$ cat src/rtl/crc32_pkg.sv
// rtl/crc32_pkg.sv - CRC-32 (IEEE 802.3) constants, FSM state type and reflected byte update
package crc32_pkg;

  localparam logic [31:0] CRC32_POLY_REFL = 32'hEDB88320;
  localparam logic [31:0] CRC32_INIT      = 32'hFFFFFFFF;
  localparam logic [31:0] CRC32_XOROUT    = 32'hFFFFFFFF;
  localparam logic [31:0] CRC32_RESIDUE   = 32'hDEBB20E3;

  typedef enum logic [0:0] {
    ACC  = 1'b0,
    HOLD = 1'b1
  } crc_state_e;

  // Reflected update: data enters LSB first, register shifts right.
  function automatic logic [31:0] crc32_byte(input logic [31:0] crc, input logic [7:0] data);
    logic [31:0] c;
    c = crc ^ {24'h000000, data};
    for (int i = 0; i < 8; i++) begin
      c = c[0] ? ((c >> 1) ^ CRC32_POLY_REFL) : (c >> 1);
    end
    return c;
  endfunction

endpackage

$ cat src/rtl/crc32_lanes.sv
// rtl/crc32_lanes.sv - combinational fold of KW byte lanes into a CRC-32 register
module crc32_lanes
  import crc32_pkg::*;
#(
  parameter int DW = 32,
  localparam int KW = DW / 8
) (
  input  logic [31:0]   crc_in,
  input  logic [DW-1:0] data,
  input  logic [KW-1:0] keep,
  output logic [31:0]   crc_out
);

  // Lane 0 is the first byte on the wire, so it is folded first.
  always_comb begin
    logic [31:0] c;
    c = crc_in;
    for (int i = 0; i < KW; i++) begin
      if (keep[i]) begin
        c = crc32_byte(c, data[8*i +: 8]);
      end
    end
    crc_out = c;
  end

endmodule

$ cat src/rtl/crc32_stream.sv
// rtl/crc32_stream.sv - streaming CRC-32 engine; CRC_STREAM_STATS_EN adds good/bad frame counters
module crc32_stream
  import crc32_pkg::*;
#(
  parameter int DW = 32,
  localparam int KW = DW / 8
) (
  input  logic          clk,
  input  logic          rst,
  input  logic          crc_clr,
  input  logic          s_valid,
  output logic          s_ready,
  input  logic [DW-1:0] s_data,
  input  logic [KW-1:0] s_keep,
  input  logic          s_last,
  output logic [31:0]   crc_run,
  output logic          res_valid,
  input  logic          res_ready,
`ifdef CRC_STREAM_STATS_EN
  input  logic          stat_clr,
  output logic [15:0]   stat_good,
  output logic [15:0]   stat_bad,
`endif
  output logic [31:0]   res_crc,
  output logic          res_ok,
  output logic          res_keep_err
);

  crc_state_e    state;
  logic          s_ready_q;
  logic          err_q;
  logic          xfer;
  logic          beat_err;
  logic [KW-1:0] keep_inc;
  logic          keep_contig;
  logic [31:0]   next_crc;

  // Registered ready, gated only by the abort so a clr cycle never accepts a beat.
  assign s_ready = s_ready_q & ~crc_clr;
  assign xfer    = s_valid & s_ready;

  // keep is a low-order run of ones iff adding one clears every set bit.
  assign keep_inc    = s_keep + KW'(1);
  assign keep_contig = ((s_keep & keep_inc) == '0);
  assign beat_err    = s_last ? ~keep_contig : ~(&s_keep);

  crc32_lanes #(.DW(DW)) u_lanes (
    .crc_in  (crc_run),
    .data    (s_data),
    .keep    (s_keep),
    .crc_out (next_crc)
  );

  always_ff @(posedge clk or posedge rst) begin
    if (rst) begin
      state        <= ACC;
      s_ready_q    <= 1'b1;
      crc_run      <= CRC32_INIT;
      err_q        <= 1'b0;
      res_valid    <= 1'b0;
      res_crc      <= 32'h0;
      res_ok       <= 1'b0;
      res_keep_err <= 1'b0;
    end else if (crc_clr) begin
      state     <= ACC;
      s_ready_q <= 1'b1;
      crc_run   <= CRC32_INIT;
      err_q     <= 1'b0;
      res_valid <= 1'b0;
    end else begin
      case (state)
        ACC: begin
          if (xfer) begin
            if (s_last) begin
              res_crc      <= next_crc ^ CRC32_XOROUT;
              res_ok       <= (next_crc == CRC32_RESIDUE);
              res_keep_err <= err_q | beat_err;
              res_valid    <= 1'b1;
              crc_run      <= CRC32_INIT;
              err_q        <= 1'b0;
              s_ready_q    <= 1'b0;
              state        <= HOLD;
            end else begin
              crc_run <= next_crc;
              if (beat_err) begin
                err_q <= 1'b1;
              end
            end
          end
        end
        HOLD: begin
          if (res_ready) begin
            res_valid <= 1'b0;
            s_ready_q <= 1'b1;
            state     <= ACC;
          end
        end
        default: begin
          state     <= ACC;
          s_ready_q <= 1'b1;
        end
      endcase
    end
  end

`ifdef CRC_STREAM_STATS_EN
  logic res_valid_d;

  always_ff @(posedge clk or posedge rst) begin
    if (rst) begin
      res_valid_d <= 1'b0;
      stat_good   <= 16'h0;
      stat_bad    <= 16'h0;
    end else begin
      res_valid_d <= res_valid;
      if (stat_clr) begin
        stat_good <= 16'h0;
        stat_bad  <= 16'h0;
      end else if (res_valid && !res_valid_d) begin
        if (res_ok && !res_keep_err) begin
          if (stat_good != 16'hFFFF) stat_good <= stat_good + 16'h1;
        end else begin
          if (stat_bad != 16'hFFFF) stat_bad <= stat_bad + 16'h1;
        end
      end
    end
  end
`endif

endmodule

$ cat config.mk
export PLATFORM = sky130hd
export DESIGN_NAME = crc32_stream
export DESIGN_NICKNAME = d
export VERILOG_FILES = /design/src/rtl/crc32_pkg.sv /design/src/rtl/crc32_lanes.sv /design/src/rtl/crc32_stream.sv
export SDC_FILE = /design/constraint.sdc
export NUM_CORES = 1
export LEC_CHECK = 0
export ABC_AREA = 1
export BUFFER_PORTS_ARGS = -buffer_cell sky130_fd_sc_hd__buf_2
export CELL_PAD_IN_SITES_DETAIL_PLACEMENT = 1
export CELL_PAD_IN_SITES_GLOBAL_PLACEMENT = 2
export CORE_MARGIN = 1.5
export CORE_UTILIZATION = 31
export DETAILED_ROUTE_END_ITERATION = 12
export GPL_TIMING_DRIVEN = 1
export PLACE_DENSITY_LB_ADDON = 0.25
export SETUP_SLACK_MARGIN = 0.5
export SLEW_MARGIN = 20
export SYNTH_ARGS = -nofsm -noshare
export SYNTH_HDL_FRONTEND = slang
export SYNTH_SLANG_ARGS = --single-unit
export TNS_END_PERCENT = 1
$ cat constraint.sdc
create_clock -name clk -period 4.3 [get_ports clk]
set_input_delay 0.86 -clock clk [delete_from_list [all_inputs] [get_ports clk]]
set_output_delay 0.86 -clock clk [all_outputs]
set_load 0.03 [all_outputs]
* Word level (Yosys, flattened, before mapping) *
Cells that the tools add are included.

word-level totals
  input port bits = 42
  output and inout bits = 68
  register bits after elaboration = 70
  logic and storage cells = 128

operators by class
  add/subtract/negate cells = 1
  reduce and logical (&&, ||, !) cells = 8
  eq/ne operators = 5
  mux-type cells = 61
  bitwise gates (word level) = 45

operator list
  cell                                           count
  2-to-1 mux 32 bit                              40
  inverter 13 -> 14 bit                          32
  bitwise XOR 32 x 8 -> 32 bit                   4
  == test 32 bit (second input constant)         1
  inverter 32 bit                                1
  2-to-1 mux 1 bit                               18
  inequality test 3 bit (second input constant)  3
  AND reduction 4 bit                            2
  case mux 1 bit (2 select lines)                3
  AND reduction 3 bit                            2
  adder 4 x 1 -> 4 bit (second input constant)   1
  AND 4 bit                                      1
  zero test 4 bit                                1
  inverter 1 bit                                 4
  nonzero test 3 bit                             1
  AND 1 bit                                      2
  inequality test 2 bit (second input constant)  1
  AND reduction 2 bit                            1
  nonzero test 2 bit                             1
  bitwise OR 1 bit                               1

* Longest topological paths before layout *
  word-level depth = 76
  mapped depth = 40
  gate-level depth less buffers = 39

* By module *
From an unflattened synthesis, not the netlist that was laid out.

second synthesis, totals
  cells, all modules = 1779
  area, all modules = 10000.8 µm²

by module, submodules not included
  module        area an instance (µm²)  instances  cells each  sequential area each (µm²)
  crc32_lanes   7123.1                  1          1465        0.0
  crc32_stream  2877.8                  1          314         1793.0

* Worst setup path before layout *
OpenSTA, ideal clock, no wires.

  kind = input to register
  from = in s_data[2]
  to = reg res_ok
  stages = 32
  path slack = 0.578 ns
  library setup time = 0.075 ns
  buffers on the path = 1
  required time = 4.225 ns
  data arrival time = 3.646 ns
  cell sequence = inv_1 nand2_1 nand2_1 buf_6 nand2_2 nand3_1 nand3_1 nand2_4 nand3_1 nand2_1 nand3_1 nand3_1 nand3_1 nand2_2 nand2_1 nand2_2 nand3_1 nand3_2 nand2_1 nand2_2 nand2_4 nand2_2 nand2_2 nand2_1 nand2_1 nand2_1 nand2_1 nor2_1 nand2_1 nor2_1 nand3_1 o21bai_2

between the ends
  cells in the longest elaborated chain, start to end = 54
  elaborated cells between the ends (all ways) = 70
  classes of those cells = eq/ne: 1; mux: 36; bitwise: 33

RTL lines
  what                               RTL line            RTL
  start: declaration                 crc32_stream.sv:13  input logic [DW-1:0] s_data,
  bitwise XOR 32 x 8 -> 32 bit *     crc32_pkg.sv:17     c = crc ^ {24'h000000, data};
  2-to-1 mux 32 bit * (3 in series)  crc32_pkg.sv:19     c = c[0] ? ((c >> 1) ^ CRC32_POLY_REFL) : (c >> 1);
  inverter 13 -> 14 bit (no line)    n/a
  2-to-1 mux 32 bit *                crc32_pkg.sv:19
  inverter 13 -> 14 bit (no line)    n/a
  2-to-1 mux 32 bit * (2 in series)  crc32_pkg.sv:19
  inverter 13 -> 14 bit (no line)    n/a
  2-to-1 mux 32 bit *                crc32_pkg.sv:19
  (+30 left out)                     n/a
  inverter 13 -> 14 bit (no line)    n/a
  2-to-1 mux 32 bit                  crc32_pkg.sv:19
  inverter 13 -> 14 bit (no line)    n/a
  2-to-1 mux 32 bit (3 in series)    crc32_pkg.sv:19
  inverter 13 -> 14 bit (no line)    n/a
  2-to-1 mux 32 bit (4 in series)    crc32_pkg.sv:19
  2-to-1 mux 32 bit *                crc32_lanes.sv:19   if (keep[i]) begin
  == test 32 bit *                   crc32_stream.sv:76  res_ok <= (next_crc == CRC32_RESIDUE);
  end signal: assignment             crc32_stream.sv:76
  end: declaration                   crc32_stream.sv:25  output logic res_ok,

Every way passes the cells marked *; elsewhere a longest branch is shown, timed or not.
A chain may end at the register's enable or synchronous reset.

* Worst setup path after layout *
  from = in s_data[3]
  to = reg res_ok

between the ends
  cells in the longest elaborated chain, start to end = 54
  elaborated cells between the ends (all ways) = 69
  classes of those cells = eq/ne: 1; mux: 36; bitwise: 32

RTL lines
  what                               RTL line
  bitwise XOR 32 x 8 -> 32 bit *     crc32_pkg.sv:17
  2-to-1 mux 32 bit * (4 in series)  crc32_pkg.sv:19
  inverter 13 -> 14 bit (no line)    n/a
  2-to-1 mux 32 bit *                crc32_pkg.sv:19
  inverter 13 -> 14 bit (no line)    n/a
  2-to-1 mux 32 bit * (2 in series)  crc32_pkg.sv:19
  inverter 13 -> 14 bit (no line)    n/a
  2-to-1 mux 32 bit *                crc32_pkg.sv:19
  (+30 left out)                     n/a
  inverter 13 -> 14 bit (no line)    n/a
  2-to-1 mux 32 bit                  crc32_pkg.sv:19
  inverter 13 -> 14 bit (no line)    n/a
  2-to-1 mux 32 bit (3 in series)    crc32_pkg.sv:19
  inverter 13 -> 14 bit (no line)    n/a
  2-to-1 mux 32 bit (3 in series)    crc32_pkg.sv:19
  2-to-1 mux 32 bit *                crc32_lanes.sv:19
  == test 32 bit *                   crc32_stream.sv:76

Marked as above.

==> qor.log <==
[run_status] run status finished, violations left
[run_status] violated checks negative setup slack
[clocking] clock buffer depth 2
[pwr] leakage component of the power 0.009688 uW
[route] top layer in use met4
[floorplan] die width 185.4 um
[synthesis] number of different library cells in the post-synthesis netlist 42
[synthesis] share of the synthesized area in the top cell type 32.14%
[timing] setup total negative slack -93.56 ps
[place] IO buf count 109
[place] placed instance area 14,130 um^2
[timing] Least-Margin Pin Slew 808.3 ps
[route] met1 layer wirelength in the final routing 26,460 um
[synthesis] Top FF cell, synth sky130_fd_sc_hd__dfrtp_1
[setup_path] category of the worst setup path launch point input pin
[synthesis] dominant cells by area after synthesis sky130_fd_sc_hd__nand2_1 (32%), sky130_fd_sc_hd__nand3_1 (17%), sky130_fd_sc_hd__dfrtp_1 (9.0%)
[floorplan] num rows 66
[setup_path] reg2reg path depth 31
[timing] final clock period utilization by the worst path 101.4%
[clocking] clk sink count 70
[synthesis] Synth Area per Inst 5.376 um^2
[final_layout] fillers 4,361
[route] total length of routed met2 wires 30,370 um
[synthesis] post-synthesis instance area 10,310 um^2
[timing] final count of hold timing violations 0
[clocking] clock insertion delay at the later pin of the skew report 330 ps
[setup_path] required time worst endpoint 4560 ps
[timing] Final Worst Setup Slack -61.29 ps
[route] number of detailed-routing iterations run before antenna repair 5
[final_layout] footprint of the multi-input gates 10,100 um^2
[final_layout] sequential cell area in the final layout 1793 um^2
[route] total DRC errors in the routed layout 0
[global_routing] overall global routing resource usage 34.83%
[clocking] level count of the clock H-tree 3
[final_layout] area added between synthesis and finish 73.05%
[setup_path] maximum cell stage delay along the critical path 300 ps
[clocking] root cell of the clock tree sky130_fd_sc_hd__clkbuf_16
[floorplan] Starting Density 31.61%
[timing] unrepaired setup endpoints after global routing true
[floorplan] ports placed on the boundary 110
[route] total length of routed met3 wires 2815 um
[floorplan] Core Footprint 32,620 um^2
[route] wire length after detailed routing 62,400 um
[synthesis] Synth Net Count 1,960
[global_routing] Congestion Overflow GR 0
[setup_path] Setup Crit Path Kind input pin to flop
[synthesis] proportion of register bits with asynchronous set or reset after synthesis 100.0%
[place] DP Wirelength 48,790 um
[setup_path] cell repeated most along the worst path sky130_fd_sc_hd__nand2_4
[place] worst setup slack before clock tree synthesis -778.7 ps
[place] weighted congestion reported at the end of routability-driven placement 0.9597
[route] via count 15.67k
[synthesis] number of warning messages in the yosys log 0
[pwr] Power Dens Cells 603.9 nW/um^2
[floorplan] Chip Height 185.4 um
[route] remaining antenna violation count after routing 0
[timing] Slew Limit Headroom 46.05%
[route] number of violations reported at the end of detailed-routing iteration 0 946
[hold_path] count of cells along the worst hold path 2
[route] post-DR wirelength/cell 21.33 um
[synthesis] number of cells produced by synthesis 1,918
[setup_path] critical path arrival 4620 ps
[run] count of maximum capacitance violations 0
[global_routing] antenna violations before repair 1
[timing] final-report max-slew violation count 0
[final_layout] final instance area 17,840 um^2
[pwr] Peak supply drop 0.4439 mV
[clocking] number of CTS-inserted buffers 9
[synthesis] cell taking the most area after synthesis sky130_fd_sc_hd__nand2_1
[setup_path] kind of end point of the critical path flop
[global_routing] pin count of the biggest net entering global routing 47
[timing] post-route minimum period 4361 ps
[setup_path] cell at the slowest stage of the critical path sky130_fd_sc_hd__o21ai_0
[route] Via-to-Cell Ratio 5.356
[clocking] CTS clk-pin slew, worst paths 60 ps
[timing] achievable frequency 229.3 MHz
[final_layout] number of nets in the layout 2,518
[timing] count of endpoints failing setup in the final report 4
[synthesis] proportion of synthesized chip area in sequential cells 17.39%
[hold_path] type of the worst min-delay path flop to flop
[synthesis] register bit count reported by yosys 70
[final_layout] share of layout cells above drive strength 1 50.71%
[timing] worst clock skew 4.322 ps
[setup_path] Max Fanout on Critical Path 5
[global_routing] first-pass GRT wire length 90,070 um
[clocking] clock tree from TritonCTS yes
[synthesis] EDFF count, synth 0
[global_routing] vias in the first global route 15.72k
[floorplan] die area 34,370 um^2
## critical path: cells and delay by family
kind,cells,cell delay [ps]
compound gates,3,600
buf+inv,7,860
simple gates,23,2300
## final timing paths
path | from | end | slack, ps
min in group asynchronous | rst | res_crc[30]$_DFFE_PP0P_ | 660
max in group asynchronous | rst | crc_run[20]$_DFFE_PP1P_ | 2670
max reg2reg | crc_run[3]$_DFFE_PP1P_ | res_ok$_DFFE_PP0P_ | 20
min | res_crc[9]$_DFFE_PP0P_ | res_crc[9]$_DFFE_PP0P_ | 480
min reg2reg | res_crc[9]$_DFFE_PP0P_ | res_crc[9]$_DFFE_PP0P_ | 480
max | s_data[3] | res_ok$_DFFE_PP0P_ | -60
## registers in the layout, indices dropped and copies added (netlist names)
| name | count |
|---|---|
| res_crc | 32 |
| state | 1 |
| res_ok | 1 |
| crc_run | 32 |
| res_keep_err | 1 |
| s_ready_q | 1 |
| res_valid | 1 |
| err_q | 1 |
## cells in the mapped netlist (2+ instances only)
master                     number
sky130_fd_sc_hd__dfrtp_1       37
sky130_fd_sc_hd__a22oi_1        6
sky130_fd_sc_hd__o21ai_0       54
sky130_fd_sc_hd__nand4_1       13
sky130_fd_sc_hd__xnor2_1        6
sky130_fd_sc_hd__clkbuf_1      26
sky130_fd_sc_hd__buf_1          4
sky130_fd_sc_hd__nor2_1        58
sky130_fd_sc_hd__dfstp_2       33
sky130_fd_sc_hd__o21ai_1        3
sky130_fd_sc_hd__or2_2          7
sky130_fd_sc_hd__a21boi_0       2
sky130_fd_sc_hd__or2_1          2
sky130_fd_sc_hd__a31oi_1        7
sky130_fd_sc_hd__nand3_1      352
sky130_fd_sc_hd__inv_2         14
sky130_fd_sc_hd__a21oi_1       20
sky130_fd_sc_hd__xor2_1        28
sky130_fd_sc_hd__nand3_2       27
sky130_fd_sc_hd__nand2_1      883
sky130_fd_sc_hd__a21boi_1       2
sky130_fd_sc_hd__nor2_2         2
sky130_fd_sc_hd__buf_2         11
sky130_fd_sc_hd__buf_4          5
sky130_fd_sc_hd__nand2_4       21
sky130_fd_sc_hd__nor2_4         2
sky130_fd_sc_hd__nor3_1         2
sky130_fd_sc_hd__nand3b_1       4
sky130_fd_sc_hd__o22ai_1       16
sky130_fd_sc_hd__inv_1        156
sky130_fd_sc_hd__o21ai_2        2
sky130_fd_sc_hd__nand2_2      103
## cell usage in the layout, fill, tap and decap left out, types with 5 or more instances in the layout
cell type and instances:
sky130_fd_sc_hd__nand2_1 662, sky130_fd_sc_hd__buf_4 456, sky130_fd_sc_hd__nand2_2 226, sky130_fd_sc_hd__nand3_1 211
sky130_fd_sc_hd__inv_1 140, sky130_fd_sc_hd__nand3_2 126, sky130_fd_sc_hd__nand2_4 112, sky130_fd_sc_hd__buf_2 106
sky130_fd_sc_hd__nand3_4 43, sky130_fd_sc_hd__nor2_1 43, sky130_fd_sc_hd__dfrtp_1 37, sky130_fd_sc_hd__o21ai_0 36
sky130_fd_sc_hd__dfstp_2 33, sky130_fd_sc_hd__inv_2 25, sky130_fd_sc_hd__xor2_1 20, sky130_fd_sc_hd__buf_6 18
sky130_fd_sc_hd__nor2_2 14, sky130_fd_sc_hd__o22ai_1 14, sky130_fd_sc_hd__buf_12 14, sky130_fd_sc_hd__nand4_1 13
sky130_fd_sc_hd__a21oi_1 12, sky130_fd_sc_hd__o21ai_1 10, sky130_fd_sc_hd__o21ai_2 10, sky130_fd_sc_hd__clkbuf_16 9
sky130_fd_sc_hd__xor2_2 8, sky130_fd_sc_hd__or2_2 7, sky130_fd_sc_hd__nand2_8 7, sky130_fd_sc_hd__a21oi_2 6
sky130_fd_sc_hd__a31oi_1 6, sky130_fd_sc_hd__nor2_4 5
## routing by layer
layer  GRT usage [%]  vias to the layer above
met1           44.04                     7795
met5               0                        -
met2           61.17                      457
li1                -                     7269
met4           11.87                        0
met3           3.716                      146
## final cells by class
cell class | instances | share of cell area (%)
multi-input cells | 1630 | 56.59
repair buffers | 594 | 24.86
flip-flops and latches | 70 | 10.05
inverters | 171 | 3.737
well taps | 442 | 3.099
clock buffers | 9 | 1.262
clock inverters | 7 | 0.3646
diodes | 2 | 0.02805
## stage by stage
step                      utilization, %  power, uW  hold slack [ps]  std cells
final                              54.70      10780            483.2       2925
after global routing               54.70      11390            512.4       2924
after CTS                          50.05       9763            483.7       2874
after detailed placement           43.31       8053            469.0       2799
after global placement             43.31       7895            464.0       2799
after floorplan                        -       4690            457.7       1918
## what timing repair did
item                                    4_1_cts  5_1_grt
buffers inserted                             59       49
endpoints found under the setup margin       65       65
hold buffers                                  0        0
cloned                                        0        0
pin swaps                                   127      167
resized for setup                           353      285
## where the power goes
group          total (uW)  internal (uW)  switching (uW)
Combinational        8960           3530            5420
Clock                 721            444             277
Sequential           1100            889             209
Total               10800           4870            5910
## kinds of logic (layout without fill, tap and decap cells)
logic type                after synthesis  in the layout  synth area share, %
xor gates and xnor gates               35             35                3.046
other                                   0              2                    0
and+or+nand+nor                      1479           1479                64.86
buffers and inverters                 218            781                8.348
AOI/OAI and AO/OA                     116            116                6.358
DFF                                    70             70                17.39
Power figures use the tool's default switching activity.
